File: src/rtl/dmem_ctrl.sv
// ---------------------------------------------------------------------------
// dmem_ctrl
//
// Load/store controller that sits between a core's data port and a
// word-organised data-memory array. One request is taken at a time:
//
//   IDLE   -> request accepted, its fields captured
//   ACCESS -> memory driven from the captured request for one cycle
//   RESP   -> one-cycle completion pulse carrying the extended load data
//
// This gives two cycles from the accept edge to the response. The best
// throughput is one request every three cycles.
//
// Byte-lane handling is done here, so the memory array only sees
// word-aligned addresses:
//   - Stores replicate the data across the lanes and drive a byte mask.
//   - Loads read the whole word. The controller then selects the addressed
//     lane and extends it.
//
// Optional feature (macro DMEM_MISALIGN_TRAP_EN):
//   When the macro is defined, a misaligned access skips the memory access
//   and goes from IDLE straight to RESP. That response has
//   rsp_fault_o = 1 and rsp_rdata_o = 0.
//   A half access is misaligned when addr[0] = 1. A word access is
//   misaligned when addr[1:0] != 0.
//   When the macro is undefined, the misaligned low address bits are
//   ignored and rsp_fault_o is tied to 0.
//
// Ports
//   clk_i           single clock, rising edge
//   rst_n_i         asynchronous active-low reset
//   req_valid_i     request present
//   req_ready_o     controller can accept (high only in IDLE)
//   req_we_i        1 = store, 0 = load
//   req_size_i      00 byte, 01 half, 10/11 word
//   req_unsigned_i  load zero-extends when 1, sign-extends when 0
//   req_addr_i      byte address
//   req_wdata_i     right-justified store data
//   rsp_valid_o     one-cycle completion pulse
//   rsp_rdata_o     extended load data (0 for stores and faults)
//   rsp_fault_o     misaligned-access fault, qualified by rsp_valid_o
//   mem_addr_o      word-aligned address to the array
//   mem_wr_data_o   lane-replicated write data
//   mem_bytemask_o  byte-lane write enables
//   mem_write_en_o  write strobe
//   mem_read_en_o   read strobe
//   mem_rd_data_i   registered read data, valid the cycle after the strobe
// ---------------------------------------------------------------------------
module dmem_ctrl #(
    parameter int ADDR_WIDTH = 11
) (
    input  logic                  clk_i,
    input  logic                  rst_n_i,
    input  logic                  req_valid_i,
    output logic                  req_ready_o,
    input  logic                  req_we_i,
    input  logic [1:0]            req_size_i,
    input  logic                  req_unsigned_i,
    input  logic [ADDR_WIDTH-1:0] req_addr_i,
    input  logic [31:0]           req_wdata_i,
    output logic                  rsp_valid_o,
    output logic [31:0]           rsp_rdata_o,
    output logic                  rsp_fault_o,
    output logic [ADDR_WIDTH-1:0] mem_addr_o,
    output logic [31:0]           mem_wr_data_o,
    output logic [3:0]            mem_bytemask_o,
    output logic                  mem_write_en_o,
    output logic                  mem_read_en_o,
    input  logic [31:0]           mem_rd_data_i
);

    typedef enum logic [1:0] {
        IDLE   = 2'd0,
        ACCESS = 2'd1,
        RESP   = 2'd2
    } state_t;

    localparam logic [1:0] SIZE_BYTE = 2'b00;
    localparam logic [1:0] SIZE_HALF = 2'b01;

    state_t                state_q;
    state_t                state_d;

    logic                  we_q;
    logic [1:0]            size_q;
    logic                  unsigned_q;
    logic [ADDR_WIDTH-1:0] addr_q;
    logic [31:0]           wdata_q;

    logic                  accept;
    logic                  misalign_in;

    assign accept = (state_q == IDLE) && req_valid_i;

    // A misaligned request is detected on the incoming fields. The result
    // decides, in the same cycle, whether the request skips ACCESS. In the
    // default build nothing is ever misaligned, and the low address bits
    // are simply ignored by the lane logic further down.
`ifdef DMEM_MISALIGN_TRAP_EN
    always_comb begin
        misalign_in = 1'b0;
        if (req_size_i == SIZE_HALF) begin
            misalign_in = req_addr_i[0];
        end else if (req_size_i[1]) begin
            misalign_in = (req_addr_i[1:0] != 2'b00);
        end
    end
`else
    assign misalign_in = 1'b0;
`endif

    // State register. The asynchronous reset returns to IDLE at once.
    // Every output is decoded from this state, so a reset in the middle of
    // ACCESS or RESP blanks the memory strobes and the response right away.
    // Nothing from the interrupted request survives the reset.
    always_ff @(posedge clk_i or negedge rst_n_i) begin
        if (!rst_n_i) begin
            state_q <= IDLE;
        end else begin
            state_q <= state_d;
        end
    end

    // Next-state logic.
    //   - IDLE waits for a request. An aligned request (or any request in
    //     the default build) goes through ACCESS. A trapped one jumps
    //     straight to RESP.
    //   - ACCESS and RESP each last exactly one cycle.
    //   - There is no response backpressure.
    always_comb begin
        state_d = state_q;
        case (state_q)
            IDLE: begin
                if (req_valid_i) begin
                    state_d = misalign_in ? RESP : ACCESS;
                end
            end
            ACCESS:  state_d = RESP;
            RESP:    state_d = IDLE;
            default: state_d = IDLE;
        endcase
    end

    // Request capture. The fields are loaded only on the accept cycle.
    // They then stay stable while ACCESS drives the memory and while RESP
    // extracts the load lane.
    always_ff @(posedge clk_i or negedge rst_n_i) begin
        if (!rst_n_i) begin
            we_q       <= 1'b0;
            size_q     <= 2'b00;
            unsigned_q <= 1'b0;
            addr_q     <= '0;
            wdata_q    <= 32'h0;
        end else if (accept) begin
            we_q       <= req_we_i;
            size_q     <= req_size_i;
            unsigned_q <= req_unsigned_i;
            addr_q     <= req_addr_i;
            wdata_q    <= req_wdata_i;
        end
    end

    // The fault flag travels with the request into RESP. It exists only
    // when trapping is built in. Otherwise the fault output is a constant.
`ifdef DMEM_MISALIGN_TRAP_EN
    logic fault_q;

    always_ff @(posedge clk_i or negedge rst_n_i) begin
        if (!rst_n_i) begin
            fault_q <= 1'b0;
        end else if (accept) begin
            fault_q <= misalign_in;
        end
    end

    assign rsp_fault_o = (state_q == RESP) && fault_q;
`else
    assign rsp_fault_o = 1'b0;
`endif

    assign req_ready_o = (state_q == IDLE);

    // Memory-side drive. Everything is held at 0 outside ACCESS, so the
    // array only ever sees a strobe together with a settled address.
    //
    // Stores:
    //   - The data is replicated so every lane carries the right bytes.
    //   - The mask picks which lanes are written.
    //   - A half store only looks at addr[1]. A word store always writes
    //     all four lanes.
    //
    // Loads:
    //   - The read strobe is raised with an all-zero mask.
    always_comb begin
        mem_addr_o     = '0;
        mem_wr_data_o  = 32'h0;
        mem_bytemask_o = 4'b0000;
        mem_write_en_o = 1'b0;
        mem_read_en_o  = 1'b0;
        if (state_q == ACCESS) begin
            mem_addr_o = {addr_q[ADDR_WIDTH-1:2], 2'b00};
            if (we_q) begin
                mem_write_en_o = 1'b1;
                case (size_q)
                    SIZE_BYTE: begin
                        mem_bytemask_o = 4'b0001 << addr_q[1:0];
                        mem_wr_data_o  = {4{wdata_q[7:0]}};
                    end
                    SIZE_HALF: begin
                        mem_bytemask_o = addr_q[1] ? 4'b1100 : 4'b0011;
                        mem_wr_data_o  = {2{wdata_q[15:0]}};
                    end
                    default: begin
                        mem_bytemask_o = 4'b1111;
                        mem_wr_data_o  = wdata_q;
                    end
                endcase
            end else begin
                mem_read_en_o = 1'b1;
            end
        end
    end

    // Load lane extraction. The memory returns the whole word during RESP.
    // The controller picks the byte or half selected by the captured
    // address and extends it according to the captured unsigned flag.
    // Stores, faults and every state other than RESP return 0.
    logic [7:0]  sel_byte;
    logic [15:0] sel_half;
    logic [31:0] load_data;

    always_comb begin
        case (addr_q[1:0])
            2'd0:    sel_byte = mem_rd_data_i[7:0];
            2'd1:    sel_byte = mem_rd_data_i[15:8];
            2'd2:    sel_byte = mem_rd_data_i[23:16];
            default: sel_byte = mem_rd_data_i[31:24];
        endcase
        sel_half = addr_q[1] ? mem_rd_data_i[31:16] : mem_rd_data_i[15:0];

        case (size_q)
            SIZE_BYTE: load_data = {{24{sel_byte[7] & ~unsigned_q}}, sel_byte};
            SIZE_HALF: load_data = {{16{sel_half[15] & ~unsigned_q}}, sel_half};
            default:   load_data = mem_rd_data_i;
        endcase
    end

    // Response drive. The pulse is high for the single RESP cycle only.
    always_comb begin
        rsp_valid_o = 1'b0;
        rsp_rdata_o = 32'h0;
        if (state_q == RESP) begin
            rsp_valid_o = 1'b1;
            if (!we_q && !rsp_fault_o) begin
                rsp_rdata_o = load_data;
            end
        end
    end

endmodule

File: config.mk
export PLATFORM = sky130hd
export DESIGN_NAME = dmem_ctrl
export DESIGN_NICKNAME = d
export VERILOG_FILES = /design/src/rtl/dmem_ctrl.sv
export SDC_FILE = /design/constraint.sdc
export NUM_CORES = 1
export LEC_CHECK = 0
export CORE_AREA = 2 2 110 80
export DETAILED_ROUTE_END_ITERATION = 12
export DIE_AREA = 0 0 112 82
export GPL_ROUTABILITY_DRIVEN = 0
export PLACE_DENSITY = 0.85
export SYNTH_ARGS = -nofsm -noshare
export SYNTH_HDL_FRONTEND = slang
export SYNTH_SLANG_ARGS = --single-unit
File: constraint.sdc
create_clock -name clk_i -period 2.5 [get_ports clk_i]
set_clock_uncertainty 0.05 [all_clocks]
set_input_delay 0.375 -clock clk_i [delete_from_list [all_inputs] [get_ports clk_i]]
set_output_delay 0.375 -clock clk_i [all_outputs]
set_load 0.05 [all_outputs]
# [Word-level counts from Yosys, hierarchy flattened]
# Index checks and enable logic that the tools add are counted.
[word_totals] regBits=49 inputBits=82 output_inout_bits=84 wordCells=40
[classes] shift=1 n_eq_ne=6 n_reduce_logical=4 n_bitwise=3 mux=20
[ops] operator="2-to-1 mux 32 bit" n=4
[ops] operator="case mux 32 bit (2 select lines)" n=2
[ops] operator="case mux 8 bit (3 select lines)" n=1
[ops] operator="2-to-1 mux 16 bit" n=1
[ops] operator="2-to-1 mux 4 bit" n=3
[ops] operator="2-to-1 mux 11 bit" n=1
[ops] operator="case mux 4 bit (2 select lines)" n=1
[ops] operator="== test 2 x 1 -> 1 bit, second input constant" n=3
[ops] operator="zero test 2 bit" n=3
[ops] operator="2-to-1 mux 1 bit" n=5
[ops] operator="== test 2 bit, second input constant" n=2
[ops] operator="case mux 2 bit (2 select lines)" n=1
[ops] operator="<< shifter 1 x 2 -> 4 bit, first input constant" n=1
[ops] operator="AND 1 bit" n=2
[ops] operator="2-to-1 mux 2 bit" n=1
[ops] operator="inequality test 2 bit, second input constant" n=1
[ops] operator="logical AND 1 bit" n=1
[ops] operator="NOT 1 bit" n=1

# [Depth between registers and ports, before layout]
[depth] word_depth=6 mapped_depth=6 mapped_depth_nobuf=4

# [Worst setup path before layout]
# No wires, ideal clock.
[synth_timing] kind="register to output" start="register size_q[0]" end="output port rsp_rdata_o[10]" arrival_time_ns=2.008 path_stages_with_launch=6 slack_ns=0.067 required_ns=2.075 n_path_buf=1 cell_sequence="dfrtp_1 -> buf_2 -> or3_4 -> o22ai_4 -> a21oi_4 -> a221oi_2"
[synth_between] elab_chain_len=4 elab_cells_between_ends=5 classes_between="1 x eq/ne; 3 x mux; 1 x reduce/logical"
[synth_rtl] item="start: declaration" line_no="85" text="logic [1:0] size_q;"
[synth_rtl] item="start signal: assignment" line_no="156" text="size_q <= req_size_i;"
[synth_rtl] item="== test 2 x 1 -> 1 bit or zero test 2 bit (tied branches)" line_no="241" text="case (size_q)"
[synth_rtl] item="case mux 32 bit (2 select lines) *" line_no="241"
[synth_rtl] item="2-to-1 mux 32 bit *" line_no="254" text="if (!we_q && !rsp_fault_o) begin"
[synth_rtl] item="2-to-1 mux 32 bit *" line_no="252" text="if (state_q == RESP) begin"
[synth_rtl] item="end: declaration" line_no="62" text="output logic [31:0] rsp_rdata_o,"
# Mark *: on every way between the ends. The rest lies on a longest branch, timed or not.

# [Worst setup path after layout]
[layout_timing] start="register size_q[0]" end="output port rsp_rdata_o[15]"
# The elaborated chain is that of the path after synthesis.

==> flow_summary.json <==
{
  "rsz0062_at_grt": "true",
  "start_util_pct": 38.5,
  "p_leak_nw": 2.56,
  "timing.critical_path.from": "size_q[0]$_DFFE_PN0P_",
  "synth_top_area_share_pct": 38.8,
  "ys_warn_count": 0,
  "grt_max_degree": 39,
  "path_class": "reg2out",
  "synthTopCellsByArea": "dfrtp_1 39%, mux2_2 16%, nand2_1 8.8%",
  "diodes": 0,
  "max_freq_mhz": 399,
  "port_buffers": 162,
  "critical_path_required_ns": 2.08,
  "hold_viol_final": 0,
  "status": "finished with violations",
  "io_pins": 166,
  "drt_wl_total_um": 11200,
  "dieArea_um2": 9180,
  "final_cell_area_um2": 5990,
  "grt_usage_pct": 23.9,
  "first_iter_violations": 204,
  "crit_chain": "or3_4 > o22ai_4 > a21oi_4 > buf_12 > a221oi_4 > buf_12",
  "finalSetupViolations": 1,
  "powerDensity_nw_per_um2": 690,
  "die_h_um": 82,
  "setup_ws_ns": -0.00356,
  "route.vias.total": 3252,
  "overflow": 0,
  "synthCells": 351,
  "cp.buffers_inverters": 2,
  "cp_common_cell": "buf_12",
  "crit_path_end": "rsp_rdata_o[15]",
  "grtUsageMet3_pct": 7.75,
  "yosys.cell_types.count": 32,
  "drtAntennaViolNets": 0,
  "grtUsageMet2_pct": 42.6,
  "cp.depth": 6,
  "htreeDepth": 2,
  "cts_tree": "yes",
  "avgSynthCellArea_um2": 8.99,
  "worstSkewPairLatency_ns": 0.28,
  "floorplan.rows": 28,
  "cts_root_buffer": "clkbuf_16",
  "drcViolationCount": 0,
  "maxCapViolCount": 0,
  "antenna_found_initial": 0,
  "slowest_stage": "dfrtp_2",
  "r2r_cells": 4,
  "synth_area_um2": 3160,
  "ys_seq_area_share_pct": 38.8,
  "rr_startpoint": "state_q[0]$_DFFE_PN0P_",
  "slew_headroom_pct": 66.3,
  "critPathMaxStageDelay_ns": 0.47,
  "drtPass1Iterations": 4,
  "violations": "negative setup slack",
  "viasPerCell": 5.26,
  "tightest_slew_ns": 0.504,
  "critPathCaptureType": "primary output",
  "place_ws_ns": 0.0885,
  "layout_min_cycle_time_ns": 2.50,
  "grt_pass1_vias": 3379,
  "crit_fanout": 8,
  "power_mw": 4.13,
  "die_w_um": 112,
  "drive_gt1_share_pct": 33.7,
  "ys_ff_latch": 49,
  "busiest_layer": "met2",
  "dp_hpwl_um": 8650,
  "crit_family": "compound AO/OA/AOI/OAI gates",
  "finalCritPeriodShare_pct": 100,
  "cp.arrival_ns": 2.08,
  "slew_viol_final": 0,
  "synth_top_area_cell": "dfrtp_1",
  "cts_made_buffers": 5,
  "rrSetupSlack_ns": 0.78,
  "place_area_um2": 5710,
  "cp-start-kind": "register",
  "grt_pass1_wl_um": 17300,
  "cts.sinks": 49,
  "r2r-end": "wdata_q[2]$_DFFE_PN0P_",
  "hp-class": "in2async",
  "finalSetupTns_ns": -0.00356,
  "clk_path_buf_depth": 2,
  "path_clk_slew_ns": 0.07,
  "coreArea_um2": 8200,
  "grt.met1_usage_pct": 27.8,
  "area_delta_synth_final_pct": 89.8,
  "nets": 594,
  "wl_per_cell_um": 18.1,
  "ir_drop_uv": 482
}
[routing by layer]
layer | vias to the layer above | wire (um)
met5 | - | 0
met4 | 0 | 275
met3 | 26 | 1110
met2 | 175 | 5500
met1 | 1545 | 4330
li1 | 1506 | -
[sequential cells by signal, indices dropped and copies added (netlist names)]
signal      flops
addr_q         11
we_q            1
unsigned_q      1
state_q         2
wdata_q        32
size_q          2
[cell usage after synthesis]
library cell / n
nand2_1: 74
and2_0: 1
buf_4: 5
buf_1: 2
conb_1: 1
nor2_2: 2
inv_1: 12
and2_1: 12
buf_2: 13
o22ai_1: 1
mux2i_1: 18
nand2b_1: 1
dfrtp_1: 49
mux2_2: 46
o21ai_1: 1
o21bai_1: 1
a221oi_1: 1
or3_4: 1
o22ai_4: 1
a22oi_1: 7
a21oi_4: 1
or2_2: 1
clkbuf_1: 11
nor2_1: 27
a221oi_2: 8
and3_1: 9
o21ai_2: 1
o21ai_0: 10
or3b_1: 2
a21oi_1: 26
nor3_1: 1
nor2b_1: 5
[worst min-delay path by stage]
stage	endpoint	cells after the start
final	wdata_q[5]$_DFFE_PN0P_	2
after global routing	wdata_q[5]$_DFFE_PN0P_	2
after CTS	addr_q[3]$_DFFE_PN0P_	1
after detailed placement	wdata_q[18]$_DFFE_PN0P_	1
after global placement	wdata_q[4]$_DFFE_PN0P_	1
after floorplan	addr_q[0]$_DFFE_PN0P_	0
[power breakdown]
group | total, mW | switching, mW | internal [mW]
sequential | 1.17 | 0.170 | 0.998
clock | 0.654 | 0.282 | 0.372
combinational | 2.31 | 1.24 | 1.07
[per-stage QoR]
stage               hold WS (ns)  instances  util [%]
finish                     0.449        618      73.1
global route               0.467        618      73.1
CTS                        0.454        615      71.5
detailed placement         0.223        606      69.6
global placement           0.214        606      69.6
floorplan                 0.0294        353         -
[worst reg2reg max path, cell delays in order, from the launching register on]
cell and delay (ns):
dfrtp_1 0.40, nor2_1 0.14, and2_2 0.36, buf_12 0.27
mux2_2 0.40
[placed cells by master (no fill, tap or decap), drive strengths merged]
master         Yosys  routed
o22ai              2       2
or3                1       1
dlygate4sd3        0       1
a22oi              7       7
mux2              46      46
nor3               1       1
buf               20     100
and3               9       9
nand2b             1       1
nand2             74      74
inv               12      12
nor2b              5       5
conb               1       3
a21oi             27      27
a221oi             9       9
clkinvlp           0       1
clkdlybuf4s50      0      82
o21bai             1       1
o21ai             12      12
nor2              29      29
mux2i             18      18
or3b               2       2
dfrtp             49      49
and2              13      13
or2                1       1
clkbuf            11       7
[kinds of logic (layout without fill, tap and decap cells)]
kind of cell    count (synthesis)  count (layout)  synth area share, %
simple gates                  136             136                 19.2
mux                            64              64                 22.1
compound gates                 58              58                 13.5
flops                          49              49                 38.8
buf+inv                        43             203                 6.22
other cells                     1               3                0.119
[area by class of cell]
| cell class | instances | area, um^2 |
|---|---|---|
| clock inverters | 1 | 7.51 |
| flip-flops and latches | 49 | 1230 |
| well taps | 105 | 131 |
| inverters | 12 | 45.0 |
| clock buffers | 7 | 133 |
| multi-input cells | 261 | 1840 |
| fillers | 568 | 2210 |
| repair buffers | 183 | 2610 |
[what timing repair did]
action                                  CTS  global route
endpoints found under the setup margin    8            11
hold buffers                              1             0
gates resized for setup                   1            14
pin swaps                                 1             4
endpoints found under the hold margin    10             0
buffers inserted                          0             3
No activity file was read; power rests on OpenSTA's default activity.
